### config.mk
export PLATFORM = sky130hd
export DESIGN_NAME = exe_hazard_ctrl_flat
export DESIGN_NICKNAME = d
export VERILOG_FILES = /design/src/rtl/exe_hazard_ctrl_if.sv /design/src/rtl/exe_hazard_ctrl.sv /design/src/flat_wrapper.sv
export SDC_FILE = /design/constraint.sdc
export NUM_CORES = 1
export LEC_CHECK = 0
export ABC_AREA = 1
export CAP_MARGIN = 20
export CORE_MARGIN = 8
export CORE_UTILIZATION = 52
export CTS_BUF_LIST = sky130_fd_sc_hd__clkbuf_8 sky130_fd_sc_hd__clkbuf_16
export CTS_CLUSTER_SIZE = 30
export DETAILED_ROUTE_END_ITERATION = 7
export GPL_TIMING_DRIVEN = 1
export PLACE_DENSITY = 0.8
export SETUP_SLACK_MARGIN = 0.3
export SKIP_LAST_GASP = 1
export SYNTH_ARGS = -nofsm -noshare
export SYNTH_HDL_FRONTEND = slang
export SYNTH_SLANG_ARGS = --single-unit
### constraint.sdc
create_clock -name clk -period 4.24 [get_ports clk]
set_clock_uncertainty 0.2 [all_clocks]
set_input_delay 1.272 -clock clk [delete_from_list [all_inputs] [get_ports clk]]
set_output_delay 1.272 -clock clk [all_outputs]
set_load 0.02 [all_outputs]
### src/rtl/exe_hazard_ctrl_if.sv
// exe_hazard_ctrl_if
//   Bundle between the EX-stage pipeline and the hazard/forwarding controller.
//   master : pipeline side; drives ID-stage decode fields, branch/busy status,
//            receives forwarding selects and stall/flush/bubble controls.
//   slave  : controller side (exe_hazard_ctrl).
//   Signals
//     id_rs, id_rt, id_rd        ID-stage register indices (REG_AW bits)
//     id_use_a/b/st              ID operand usage (ALU A, ALU B, store data)
//     id_reg_write, id_mem_read  ID destination write / load flags
//     ex_br_taken                EX instruction redirects the PC
//     mem_busy                   shared SRAM busy, whole pipe holds
//     fwd_a, fwd_b, fwd_st       registered forward selects (00 RData, 01 ALUBack, 10 WriteBackData)
//     pc_stall, ifid_stall       hold PC / IF-ID register
//     idex_bubble                load NOP into ID/EX
//     ifid_flush                 clear IF/ID
interface exe_hazard_ctrl_if #(
  parameter int REG_AW = 4
);
  logic [REG_AW-1:0] id_rs;
  logic [REG_AW-1:0] id_rt;
  logic [REG_AW-1:0] id_rd;
  logic              id_use_a;
  logic              id_use_b;
  logic              id_use_st;
  logic              id_reg_write;
  logic              id_mem_read;
  logic              ex_br_taken;
  logic              mem_busy;
  logic [1:0]        fwd_a;
  logic [1:0]        fwd_b;
  logic [1:0]        fwd_st;
  logic              pc_stall;
  logic              ifid_stall;
  logic              idex_bubble;
  logic              ifid_flush;

  modport master (
    output id_rs, id_rt, id_rd, id_use_a, id_use_b, id_use_st,
           id_reg_write, id_mem_read, ex_br_taken, mem_busy,
    input  fwd_a, fwd_b, fwd_st, pc_stall, ifid_stall, idex_bubble, ifid_flush
  );

  modport slave (
    input  id_rs, id_rt, id_rd, id_use_a, id_use_b, id_use_st,
           id_reg_write, id_mem_read, ex_br_taken, mem_busy,
    output fwd_a, fwd_b, fwd_st, pc_stall, ifid_stall, idex_bubble, ifid_flush
  );
endinterface

### src/rtl/exe_hazard_ctrl.sv
// exe_hazard_ctrl
//   Hazard/forwarding scheduler for the 16-bit EX stage. A shadow EX/MEM pipe
//   of destination indices decides the registered forward selects that reach
//   EX together with the instruction, and the controller sequences load-use
//   stalls, branch/jump flushes and memory-busy freezes.
//   Ports
//     clk  system clock, rising edge
//     rst  synchronous, active-high reset
//     hz   exe_hazard_ctrl_if.slave (decode fields in, selects/controls out)
//   Parameters
//     REG_AW        register index width
//     FLUSH_CYCLES  cycles ifid_flush is asserted for one taken branch/jump (1..3),
//                   counting the cycle in which ex_br_taken is seen
//   Build option
//     FWD_ZERO_REG_EN  when defined, index 0 is hardwired zero and never forwards or stalls
//
//   state   | meaning
//   RUN     | normal issue, forwarding only
//   LDSTALL | one bubble was inserted for a load-use; ID instruction re-evaluated
//   FLUSH   | remaining wrong-path flush cycles after a taken branch/jump
//   FREEZE  | mem_busy; everything holds, saved_q remembers where to resume
module exe_hazard_ctrl #(
  parameter int REG_AW       = 4,
  parameter int FLUSH_CYCLES = 1
) (
  input  logic                  clk,
  input  logic                  rst,
  exe_hazard_ctrl_if.slave      hz
);

  typedef enum logic [1:0] {
    RUN     = 2'd0,
    LDSTALL = 2'd1,
    FLUSH   = 2'd2,
    FREEZE  = 2'd3
  } state_t;

  state_t            state_q, state_d;
  state_t            saved_q, saved_d;
  state_t            cur;
  logic [1:0]        cnt_q, cnt_d;

  logic [REG_AW-1:0] sh_ex_rd_q, sh_ex_rd_d;
  logic              sh_ex_wr_q, sh_ex_wr_d;
  logic              sh_ex_ld_q, sh_ex_ld_d;
  logic [REG_AW-1:0] sh_mem_rd_q, sh_mem_rd_d;
  logic              sh_mem_wr_q, sh_mem_wr_d;

  logic [1:0]        fwd_a_q, fwd_a_d;
  logic [1:0]        fwd_b_q, fwd_b_d;
  logic [1:0]        fwd_st_q, fwd_st_d;

  logic              ex_hit_rs, ex_hit_rt, mem_hit_rs, mem_hit_rt;
  logic              load_use;
  logic              stall, kill, bubble;

  // Destination/source index match on the full index width.
  function automatic logic idx_hit(input logic [REG_AW-1:0] rd,
                                   input logic              wr,
                                   input logic [REG_AW-1:0] src);
`ifdef FWD_ZERO_REG_EN
    return wr && (rd == src) && (rd != '0);
`else
    return wr && (rd == src);
`endif
  endfunction

  // A load still in EX has no ALU result yet, so it can only supply from MEM.
  function automatic logic [1:0] fwd_code(input logic use_it,
                                          input logic ex_hit,
                                          input logic ex_ld,
                                          input logic mem_hit);
    if (!use_it)              return 2'b00;
    else if (ex_hit && !ex_ld) return 2'b01;
    else if (mem_hit)         return 2'b10;
    else                      return 2'b00;
  endfunction

  always_comb begin
    ex_hit_rs  = idx_hit(sh_ex_rd_q,  sh_ex_wr_q,  hz.id_rs);
    ex_hit_rt  = idx_hit(sh_ex_rd_q,  sh_ex_wr_q,  hz.id_rt);
    mem_hit_rs = idx_hit(sh_mem_rd_q, sh_mem_wr_q, hz.id_rs);
    mem_hit_rt = idx_hit(sh_mem_rd_q, sh_mem_wr_q, hz.id_rt);
    load_use   = sh_ex_ld_q && ((hz.id_use_a && ex_hit_rs) ||
                                ((hz.id_use_b || hz.id_use_st) && ex_hit_rt));
  end

  always_comb begin
    state_d     = state_q;
    saved_d     = saved_q;
    cnt_d       = cnt_q;
    sh_ex_rd_d  = sh_ex_rd_q;
    sh_ex_wr_d  = sh_ex_wr_q;
    sh_ex_ld_d  = sh_ex_ld_q;
    sh_mem_rd_d = sh_mem_rd_q;
    sh_mem_wr_d = sh_mem_wr_q;
    fwd_a_d     = fwd_a_q;
    fwd_b_d     = fwd_b_q;
    fwd_st_d    = fwd_st_q;
    stall       = 1'b0;
    kill        = 1'b0;
    bubble      = 1'b0;
    hz.pc_stall    = 1'b0;
    hz.ifid_stall  = 1'b0;
    hz.idex_bubble = 1'b0;
    hz.ifid_flush  = 1'b0;

    // While frozen, behave as the state we will resume into.
    cur = (state_q == FREEZE) ? saved_q : state_q;

    if (hz.mem_busy) begin
      hz.pc_stall   = 1'b1;
      hz.ifid_stall = 1'b1;
      state_d       = FREEZE;
      saved_d       = cur;
    end else begin
      // The taken cycle itself is the first flush cycle.
      if (hz.ex_br_taken) begin
        kill = 1'b1;
        if (FLUSH_CYCLES > 1) begin
          state_d = FLUSH;
          cnt_d   = 2'(FLUSH_CYCLES - 1);
        end else begin
          state_d = RUN;
          cnt_d   = 2'd0;
        end
      end else if (cur == FLUSH) begin
        kill = 1'b1;
        if (cnt_q <= 2'd1) begin
          state_d = RUN;
          cnt_d   = 2'd0;
        end else begin
          state_d = FLUSH;
          cnt_d   = cnt_q - 2'd1;
        end
      end else if (load_use) begin
        stall   = 1'b1;
        state_d = LDSTALL;
      end else begin
        state_d = RUN;
      end

      bubble         = stall || kill;
      hz.pc_stall    = stall;
      hz.ifid_stall  = stall;
      hz.idex_bubble = bubble;
      hz.ifid_flush  = kill;

      sh_ex_rd_d  = hz.id_rd;
      sh_ex_wr_d  = hz.id_reg_write && !bubble;
      sh_ex_ld_d  = hz.id_mem_read && !bubble;
      sh_mem_rd_d = sh_ex_rd_q;
      sh_mem_wr_d = sh_ex_wr_q;

      if (bubble) begin
        fwd_a_d  = 2'b00;
        fwd_b_d  = 2'b00;
        fwd_st_d = 2'b00;
      end else begin
        fwd_a_d  = fwd_code(hz.id_use_a,  ex_hit_rs, sh_ex_ld_q, mem_hit_rs);
        fwd_b_d  = fwd_code(hz.id_use_b,  ex_hit_rt, sh_ex_ld_q, mem_hit_rt);
        fwd_st_d = fwd_code(hz.id_use_st, ex_hit_rt, sh_ex_ld_q, mem_hit_rt);
      end
    end
  end

  always_ff @(posedge clk) begin
    if (rst) begin
      state_q     <= RUN;
      saved_q     <= RUN;
      cnt_q       <= 2'd0;
      sh_ex_rd_q  <= '0;
      sh_ex_wr_q  <= 1'b0;
      sh_ex_ld_q  <= 1'b0;
      sh_mem_rd_q <= '0;
      sh_mem_wr_q <= 1'b0;
      fwd_a_q     <= 2'b00;
      fwd_b_q     <= 2'b00;
      fwd_st_q    <= 2'b00;
    end else begin
      state_q     <= state_d;
      saved_q     <= saved_d;
      cnt_q       <= cnt_d;
      sh_ex_rd_q  <= sh_ex_rd_d;
      sh_ex_wr_q  <= sh_ex_wr_d;
      sh_ex_ld_q  <= sh_ex_ld_d;
      sh_mem_rd_q <= sh_mem_rd_d;
      sh_mem_wr_q <= sh_mem_wr_d;
      fwd_a_q     <= fwd_a_d;
      fwd_b_q     <= fwd_b_d;
      fwd_st_q    <= fwd_st_d;
    end
  end

  assign hz.fwd_a  = fwd_a_q;
  assign hz.fwd_b  = fwd_b_q;
  assign hz.fwd_st = fwd_st_q;

endmodule

### src/flat_wrapper.sv
// flat-port wrapper written by rule: the top's interface ports become plain ports
module exe_hazard_ctrl_flat 
#(
  parameter int REG_AW       = 4,
  parameter int FLUSH_CYCLES = 1
)
  (clk, rst, hz_id_rs, hz_id_rt, hz_id_rd, hz_id_use_a, hz_id_use_b, hz_id_use_st, hz_id_reg_write, hz_id_mem_read, hz_ex_br_taken, hz_mem_busy, hz_fwd_a, hz_fwd_b, hz_fwd_st, hz_pc_stall, hz_ifid_stall, hz_idex_bubble, hz_ifid_flush);
  exe_hazard_ctrl_if #(.REG_AW(REG_AW)) hz_i ();
  input  logic clk;
  input  logic rst;
  input wire logic [$bits(hz_i.id_rs)-1:0] hz_id_rs;
  input wire logic [$bits(hz_i.id_rt)-1:0] hz_id_rt;
  input wire logic [$bits(hz_i.id_rd)-1:0] hz_id_rd;
  input wire logic [$bits(hz_i.id_use_a)-1:0] hz_id_use_a;
  input wire logic [$bits(hz_i.id_use_b)-1:0] hz_id_use_b;
  input wire logic [$bits(hz_i.id_use_st)-1:0] hz_id_use_st;
  input wire logic [$bits(hz_i.id_reg_write)-1:0] hz_id_reg_write;
  input wire logic [$bits(hz_i.id_mem_read)-1:0] hz_id_mem_read;
  input wire logic [$bits(hz_i.ex_br_taken)-1:0] hz_ex_br_taken;
  input wire logic [$bits(hz_i.mem_busy)-1:0] hz_mem_busy;
  output wire logic [$bits(hz_i.fwd_a)-1:0] hz_fwd_a;
  output wire logic [$bits(hz_i.fwd_b)-1:0] hz_fwd_b;
  output wire logic [$bits(hz_i.fwd_st)-1:0] hz_fwd_st;
  output wire logic [$bits(hz_i.pc_stall)-1:0] hz_pc_stall;
  output wire logic [$bits(hz_i.ifid_stall)-1:0] hz_ifid_stall;
  output wire logic [$bits(hz_i.idex_bubble)-1:0] hz_idex_bubble;
  output wire logic [$bits(hz_i.ifid_flush)-1:0] hz_ifid_flush;
  assign hz_i.id_rs = hz_id_rs;
  assign hz_i.id_rt = hz_id_rt;
  assign hz_i.id_rd = hz_id_rd;
  assign hz_i.id_use_a = hz_id_use_a;
  assign hz_i.id_use_b = hz_id_use_b;
  assign hz_i.id_use_st = hz_id_use_st;
  assign hz_i.id_reg_write = hz_id_reg_write;
  assign hz_i.id_mem_read = hz_id_mem_read;
  assign hz_i.ex_br_taken = hz_ex_br_taken;
  assign hz_i.mem_busy = hz_mem_busy;
  assign hz_fwd_a = hz_i.fwd_a;
  assign hz_fwd_b = hz_i.fwd_b;
  assign hz_fwd_st = hz_i.fwd_st;
  assign hz_pc_stall = hz_i.pc_stall;
  assign hz_ifid_stall = hz_i.ifid_stall;
  assign hz_idex_bubble = hz_i.idex_bubble;
  assign hz_ifid_flush = hz_i.ifid_flush;
  exe_hazard_ctrl #(.REG_AW(REG_AW), .FLUSH_CYCLES(FLUSH_CYCLES)) u_core (.clk(clk), .rst(rst), .hz(hz_i));
endmodule
**Yosys cells after proc, flatten, opt, wreduce, memory -nomap -nowiden**

Cells that the tools add are included.

- Output and inout port bits: 10
- Flip-flop bits (word level): 23

- Equal/unequal tests: 6
- Add/subtract/negate cells: 1
- Bitwise logic cells: 1
- $lt $le $gt $ge: 1
- Reduce and logical (&&, ||, !) cells: 18
- Muxes and demuxes: 29

Operators by type and width:

| kind | number |
|---|---|
| 2-to-1 mux 2 bit | 18 |
| == test 4 bit | 4 |
| logical AND 1 bit | 11 |
| 2-to-1 mux 1 bit | 11 |
| == test 2 bit, second input constant | 2 |
| logical OR 1 bit | 3 |
| <= comparator 2 x 1 -> 1 bit, second input constant | 1 |
| zero test 1 bit | 2 |
| AND reduction 2 bit | 1 |
| nonzero test 2 bit | 1 |
| subtractor 2 x 1 -> 2 bit, second input constant | 1 |
| NOT 1 bit | 1 |

**Logic depth before layout (Yosys ltp)**

Gate-level depths: netlist of the first run.

- Word-level depth: 12
- Depth in mapped cells: 9
- Depth with buffers taken out: 9

**Worst setup path before layout of the first run**

No wires, ideal clock.

- Path type: input port to output port
- From: input hz_id_use_b
- To: output hz_pc_stall
- Arrival: 2.194 ns
- Cell stages on the path: 6
- Path buffers: 1
- Setup slack: 0.574 ns
- Cell sequence: or2_2 nand4_1 nand2_2 a21oi_1 inv_1 buf_4

- Word-level cells in the longest chain between the ends: 9

Ends and longest elaborated chain:

| item | RTL line | source |
|---|---|---|
| start, declared | flat_wrapper.sv:15 | `input wire logic [$bits(hz_i.id_use_b)-1:0] hz_id_use_b;` |
| logical OR 1 bit | exe_hazard_ctrl.sv:85 | `((hz.id_use_b \|\| hz.id_use_st) && ex_hit_rt));` |
| logical AND 1 bit | exe_hazard_ctrl.sv:85 |  |
| logical OR 1 bit | exe_hazard_ctrl.sv:84 | `load_use = sh_ex_ld_q && ((hz.id_use_a && ex_hit_rs) \|\|` |
| logical AND 1 bit | exe_hazard_ctrl.sv:84 |  |
| 2-to-1 mux 1 bit | exe_hazard_ctrl.sv:136 | `end else if (load_use) begin` |
| 2-to-1 mux 1 bit | exe_hazard_ctrl.sv:127 | `end else if (cur == FLUSH) begin` |
| 2-to-1 mux 1 bit | exe_hazard_ctrl.sv:118 | `if (hz.ex_br_taken) begin` |
| 2-to-1 mux 1 bit | exe_hazard_ctrl.sv:111 | `if (hz.mem_busy) begin` |
| 2-to-1 mux 1 bit | n/a |  |
| end, declared | flat_wrapper.sv:24 | `output wire logic [$bits(hz_i.pc_stall)-1:0] hz_pc_stall;` |

Every way passes these cells. The select of a mux whose other input is x is not followed.

**Worst setup path in the final report of the first run**

- From: input hz_id_rt[0]
- To: output hz_idex_bubble

- Word-level cells in the longest chain between the ends: 11

Ends and longest elaborated chain:

| item | RTL line | source |
|---|---|---|
| start, declared | flat_wrapper.sv:12 | `input wire logic [$bits(hz_i.id_rt)-1:0] hz_id_rt;` |
| == test 4 bit | exe_hazard_ctrl.sv:64 | `return wr && (rd == src);` |
| logical AND 1 bit | exe_hazard_ctrl.sv:64 |  |
| logical AND 1 bit | exe_hazard_ctrl.sv:85 |  |
| logical OR 1 bit | exe_hazard_ctrl.sv:84 |  |
| logical AND 1 bit | exe_hazard_ctrl.sv:84 |  |
| 2-to-1 mux 1 bit | exe_hazard_ctrl.sv:136 |  |
| 2-to-1 mux 1 bit | exe_hazard_ctrl.sv:127 |  |
| 2-to-1 mux 1 bit | exe_hazard_ctrl.sv:118 |  |
| 2-to-1 mux 1 bit | exe_hazard_ctrl.sv:111 |  |
| logical OR 1 bit | exe_hazard_ctrl.sv:143 | `bubble = stall \|\| kill;` |
| 2-to-1 mux 1 bit | exe_hazard_ctrl.sv:111 |  |
| end, declared | flat_wrapper.sv:26 | `output wire logic [$bits(hz_i.idex_bubble)-1:0] hz_idex_bubble;` |

Every way passes these cells. The select of a mux whose other input is x is not followed.

==> results of run 1 <==
## cells by family (layout without fill, tap and decap cells)
group                     after synthesis  after routing
AOI/OAI and AO/OA                      34             34
buffers and inverters                  29            101
DFF                                    23             23
xor gates and xnor gates                8              8
and+or+nand+nor                        87             87
## metal layers
| metal | part of all wire, % | GRT usage (%) | vias to the layer above |
|---|---|---|---|
| met4 | 4.1 | 11.2 | 0 |
| met5 | 0 | 0 | - |
| met2 | 50 | 40.5 | 104 |
| met3 | 8.4 | 4.64 | 26 |
| li1 | - | - | 721 |
| met1 | 37 | 24.5 | 733 |
## report_power, final
group          internal [mW]  switching (mW)  total (mW)
logic                 0.0636          0.0630       0.127
clock network         0.0658          0.0749       0.141
registers              0.225         0.00952       0.235
total                  0.355           0.147       0.502
## layout make-up
cell class / instances / area [µm²]
clock buffer: 3 / 41.3
clock inverter: 1 / 5.00
fill: 123 / 299
inverter: 23 / 86.3
multi-input combinational: 129 / 696
sequential: 23 / 460
tap: 28 / 35.0
timing repair buffer: 74 / 611
## state kept, by name, indices dropped and copies added, names as in the netlist, 2 cells and up
name / flops
u_core.sh_ex_rd_q: 4
u_core.sh_mem_rd_q: 4
u_core.cnt_q: 2
u_core.hz.fwd_a: 2
u_core.hz.fwd_b: 2
u_core.hz.fwd_st: 2
u_core.saved_q: 2
u_core.state_q: 2
## worst min path at each step
stage / start / to / cells after the start
after floorplan: u_core.cnt_q[1]$_SDFFE_PP0P_ / u_core.cnt_q[1]$_SDFFE_PP0P_ / 2
after global placement: u_core.hz.fwd_a[0]$_SDFFE_PP0N_ / u_core.hz.fwd_a[0]$_SDFFE_PP0N_ / 2
after detailed placement: u_core.hz.fwd_st[1]$_SDFFE_PP0N_ / u_core.hz.fwd_st[1]$_SDFFE_PP0N_ / 2
after CTS: u_core.hz.fwd_a[1]$_SDFFE_PP0N_ / u_core.hz.fwd_a[1]$_SDFFE_PP0N_ / 2
after global routing: u_core.hz.fwd_a[0]$_SDFFE_PP0N_ / u_core.hz.fwd_a[0]$_SDFFE_PP0N_ / 2
final: u_core.hz.fwd_a[0]$_SDFFE_PP0N_ / u_core.hz.fwd_a[0]$_SDFFE_PP0N_ / 2
## layout by cell type (no fill, tap or decap), types with 2 or more instances in the layout
cell type         n
nor2_4            2
a21oi_2           2
nor2_1           26
xor2_1            2
nand2_1          30
clkdlybuf4s50_1  15
clkbuf_2          4
xnor2_1           6
nand3_1          11
dfxtp_1          23
nor2_2            7
o21ai_0          12
buf_4            44
inv_1            17
nand4_1           5
a21oi_1          15
clkdlybuf4s15_1   3
o21ai_2           2
buf_6             3
clkbuf_8          3
inv_2             6
dlygate4sd2_1     4
## through the flow
step	hold WS, ns	area (µm²)
finish	0.264	1930
global route	0.291	1930
CTS	0.274	1910
detailed placement	0.261	1670
global placement	0.245	1670
floorplan	0.246	1240
## cell usage after synthesis
cell       n  area share (%)
a211oi_1   1            0.61
a21oi_1   16             6.5
a21oi_2    2             1.4
buf_2      1            0.40
buf_4      1            0.61
clkbuf_1   4             1.2
dfxtp_1   23              37
inv_1     20             6.1
inv_2      3            0.91
nand2_1   30             9.1
nand2_2    1            0.50
nand2_4    1            0.91
nand3_1   12             4.8
nand4_1    5             2.5
nor2_1    29             8.8
nor2_2     4             2.0
nor2_4     2             1.8
nor2_8     1             1.6
nor3_1     1            0.40
o21a_1     1            0.61
o21ai_0   13             5.2
o21ai_2    1            0.71
or2_2      1            0.50
xnor2_1    6             4.2
xor2_1     2             1.4
## repair_timing
item,CTS,global route
cloned,0,0
gates resized for setup,36,19
setup endpoints to repair,4,5
hold buffers,0,0
pin swaps,11,11
buffers inserted,27,1
## critical path, stage by stage
cell and delay [ns]:
clkdlybuf4s15_1 0.19, inv_2 0.06, nand2_1 0.07, nand2_1 0.07, nor2_2 0.13, nand4_1 0.14, nand2_2 0.14, nand2_4 0.07
a21oi_4 0.12, buf_6 0.13
==> metrics.md, run 1 <==
| Metric | Value |
|---|---|
| Mux contribution to synthesized area | `0%` |
| Count of different cell masters after synthesis | `25` |
| Status | `completed` |
| Final setup fails | `0` |
| Row cnt | `17` |
| First-pass GRT wire length | `7.64 mm` |
| Combinational family with the most area after synthesis | `simple AND/OR/NAND/NOR gates` |
| Fin. Hold Viols | `0` |
| Final #Nets | `275` |
| Final core occ | `86.6%` |
| CTS buffer count | `3` |
| Initial antenna violation count | `0` |
| Adder-Cell Fraction of Synth Area | `0%` |
| Worst Setup EP | `hz_idex_bubble` |
| Synth Instances | `181` |
| Critical Path Fanout Max | `4` |
| Syn_area_per_cell | `6.85 µm²` |
| Die X | `64.8 µm` |
| Dpl ws | `-0.341 ns` |
| Tcrit/Tclk final | `91.5%` |
| Register bit total from synthesis | `23` |
| H-Tree Depth | `1` |
| XOR/XNOR Fraction of Synth Area | `around 5.7%` |
| Crit path launch type | `input port` |
| Layout cells sized above 1 | `32.0%` |
| Critical R2R Launch | `u_core.sh_ex_rd_q[3]$_SDFFE_PP0N_` |
| Reg2reg end | `u_core.hz.fwd_a[1]$_SDFFE_PP0N_` |
| Crit path from | `hz_id_rt[0]` |
| Area delta synth->final | `56.0%` |
| Chip height | `64.8 µm` |
| WL/cell | `16.3 µm` |
| First-pass DRT Iterations | `6` |
| Max Cap Viol | `0` |
| RSZ-0062 raised after global routing | `false` |
| Post-route setup TNS | `0 ns` |
| Sequential fraction of the synthesis area | `about 37%` |
| Fmax | `approximately 260 MHz` |
| Syn Nets | `202` |
| # clock sinks | `23` |
| CTS Root Cell | `clkbuf_8` |
| Worst Reg-to-Reg Cells | `22` |
| Max-slew violation count | `0` |
| Placer Congestion | `around 0.90` |
| Simple-Gate Fraction of Synth Area | `33.0%` |
| Ant. Diodes | `0` |
| Vias in the first global route | `~1600` |
| CP Capture Type | `output port` |
| Final antenna-violating net count | `0` |
| Final global-route overflow total | `0` |
| Synthesized area | `0.00124 mm²` |
| DRC viols | `0` |
| Via count | `1584` |
| Final std cells w/o fill | `281` |
| Reg2Reg Setup Slack | `1.13 ns` |
| Final Critical Period | `3.88 ns` |
| Slew headroom | `64.7%` |
| CTS tree | `built` |
| Worst Path Arrival | `2.41 ns` |
| Setup ws final | `0.361 ns` |
| Crit Path Category | `input port to output port` |
| Initial DRC count | `~210` |
| Dpl cells | `roughly 250` |
| Yosys warns | `0` |
| Core footprint | `0.00223 mm²` |
| Static Leak | `0.895 nW` |
| Post-Route WL | `4.58 mm` |
| Maximum vdd drop | `0.246 mV` |
| Synth Area in Compound Gates | `15.0%` |
| Die ar. | `0.00420 mm²` |
| Worst Path Required | `between 2 and 3 ns` |
| Worst hold path class | `flip-flop to flip-flop` |
| Clock-pin slew on the worst setup and hold paths | `0.08 ns` |
| HPWL Detailed | `2.69 mm` |
| Drt via density | `about 5.6` |
| Top Ports | `31` |
| Power per cell area | `259 mW/mm²` |
| Slew @ Worst Pin | `0.529 ns` |
| Largest net degree at the start of global routing | `17` |
| Port Buffer Count | `30` |
| Final Power | `~0.50 mW` |
| Clock latency at the later pin of the worst-skew pair | `0.27 ns` |
| Maximum clock path buffer count | `2` |
| Starting Density | `55.5%` |
| Global Route Usage Sum | `22.5%` |
No activity file was read; power rests on OpenSTA's default activity.
==> inputs of run 2 (changes only) <==
--- a/config.mk
+++ b/config.mk
@@ -13,6 +13,7 @@
 export CTS_CLUSTER_SIZE = 30
 export DETAILED_ROUTE_END_ITERATION = 7
 export GPL_TIMING_DRIVEN = 1
+export HOLD_SLACK_MARGIN = 0.12
 export PLACE_DENSITY = 0.8
 export SETUP_SLACK_MARGIN = 0.3
 export SKIP_LAST_GASP = 1
==> results of run 2 <==
Same layout as run 1: the final DEF is identical, and so are final timing and power.
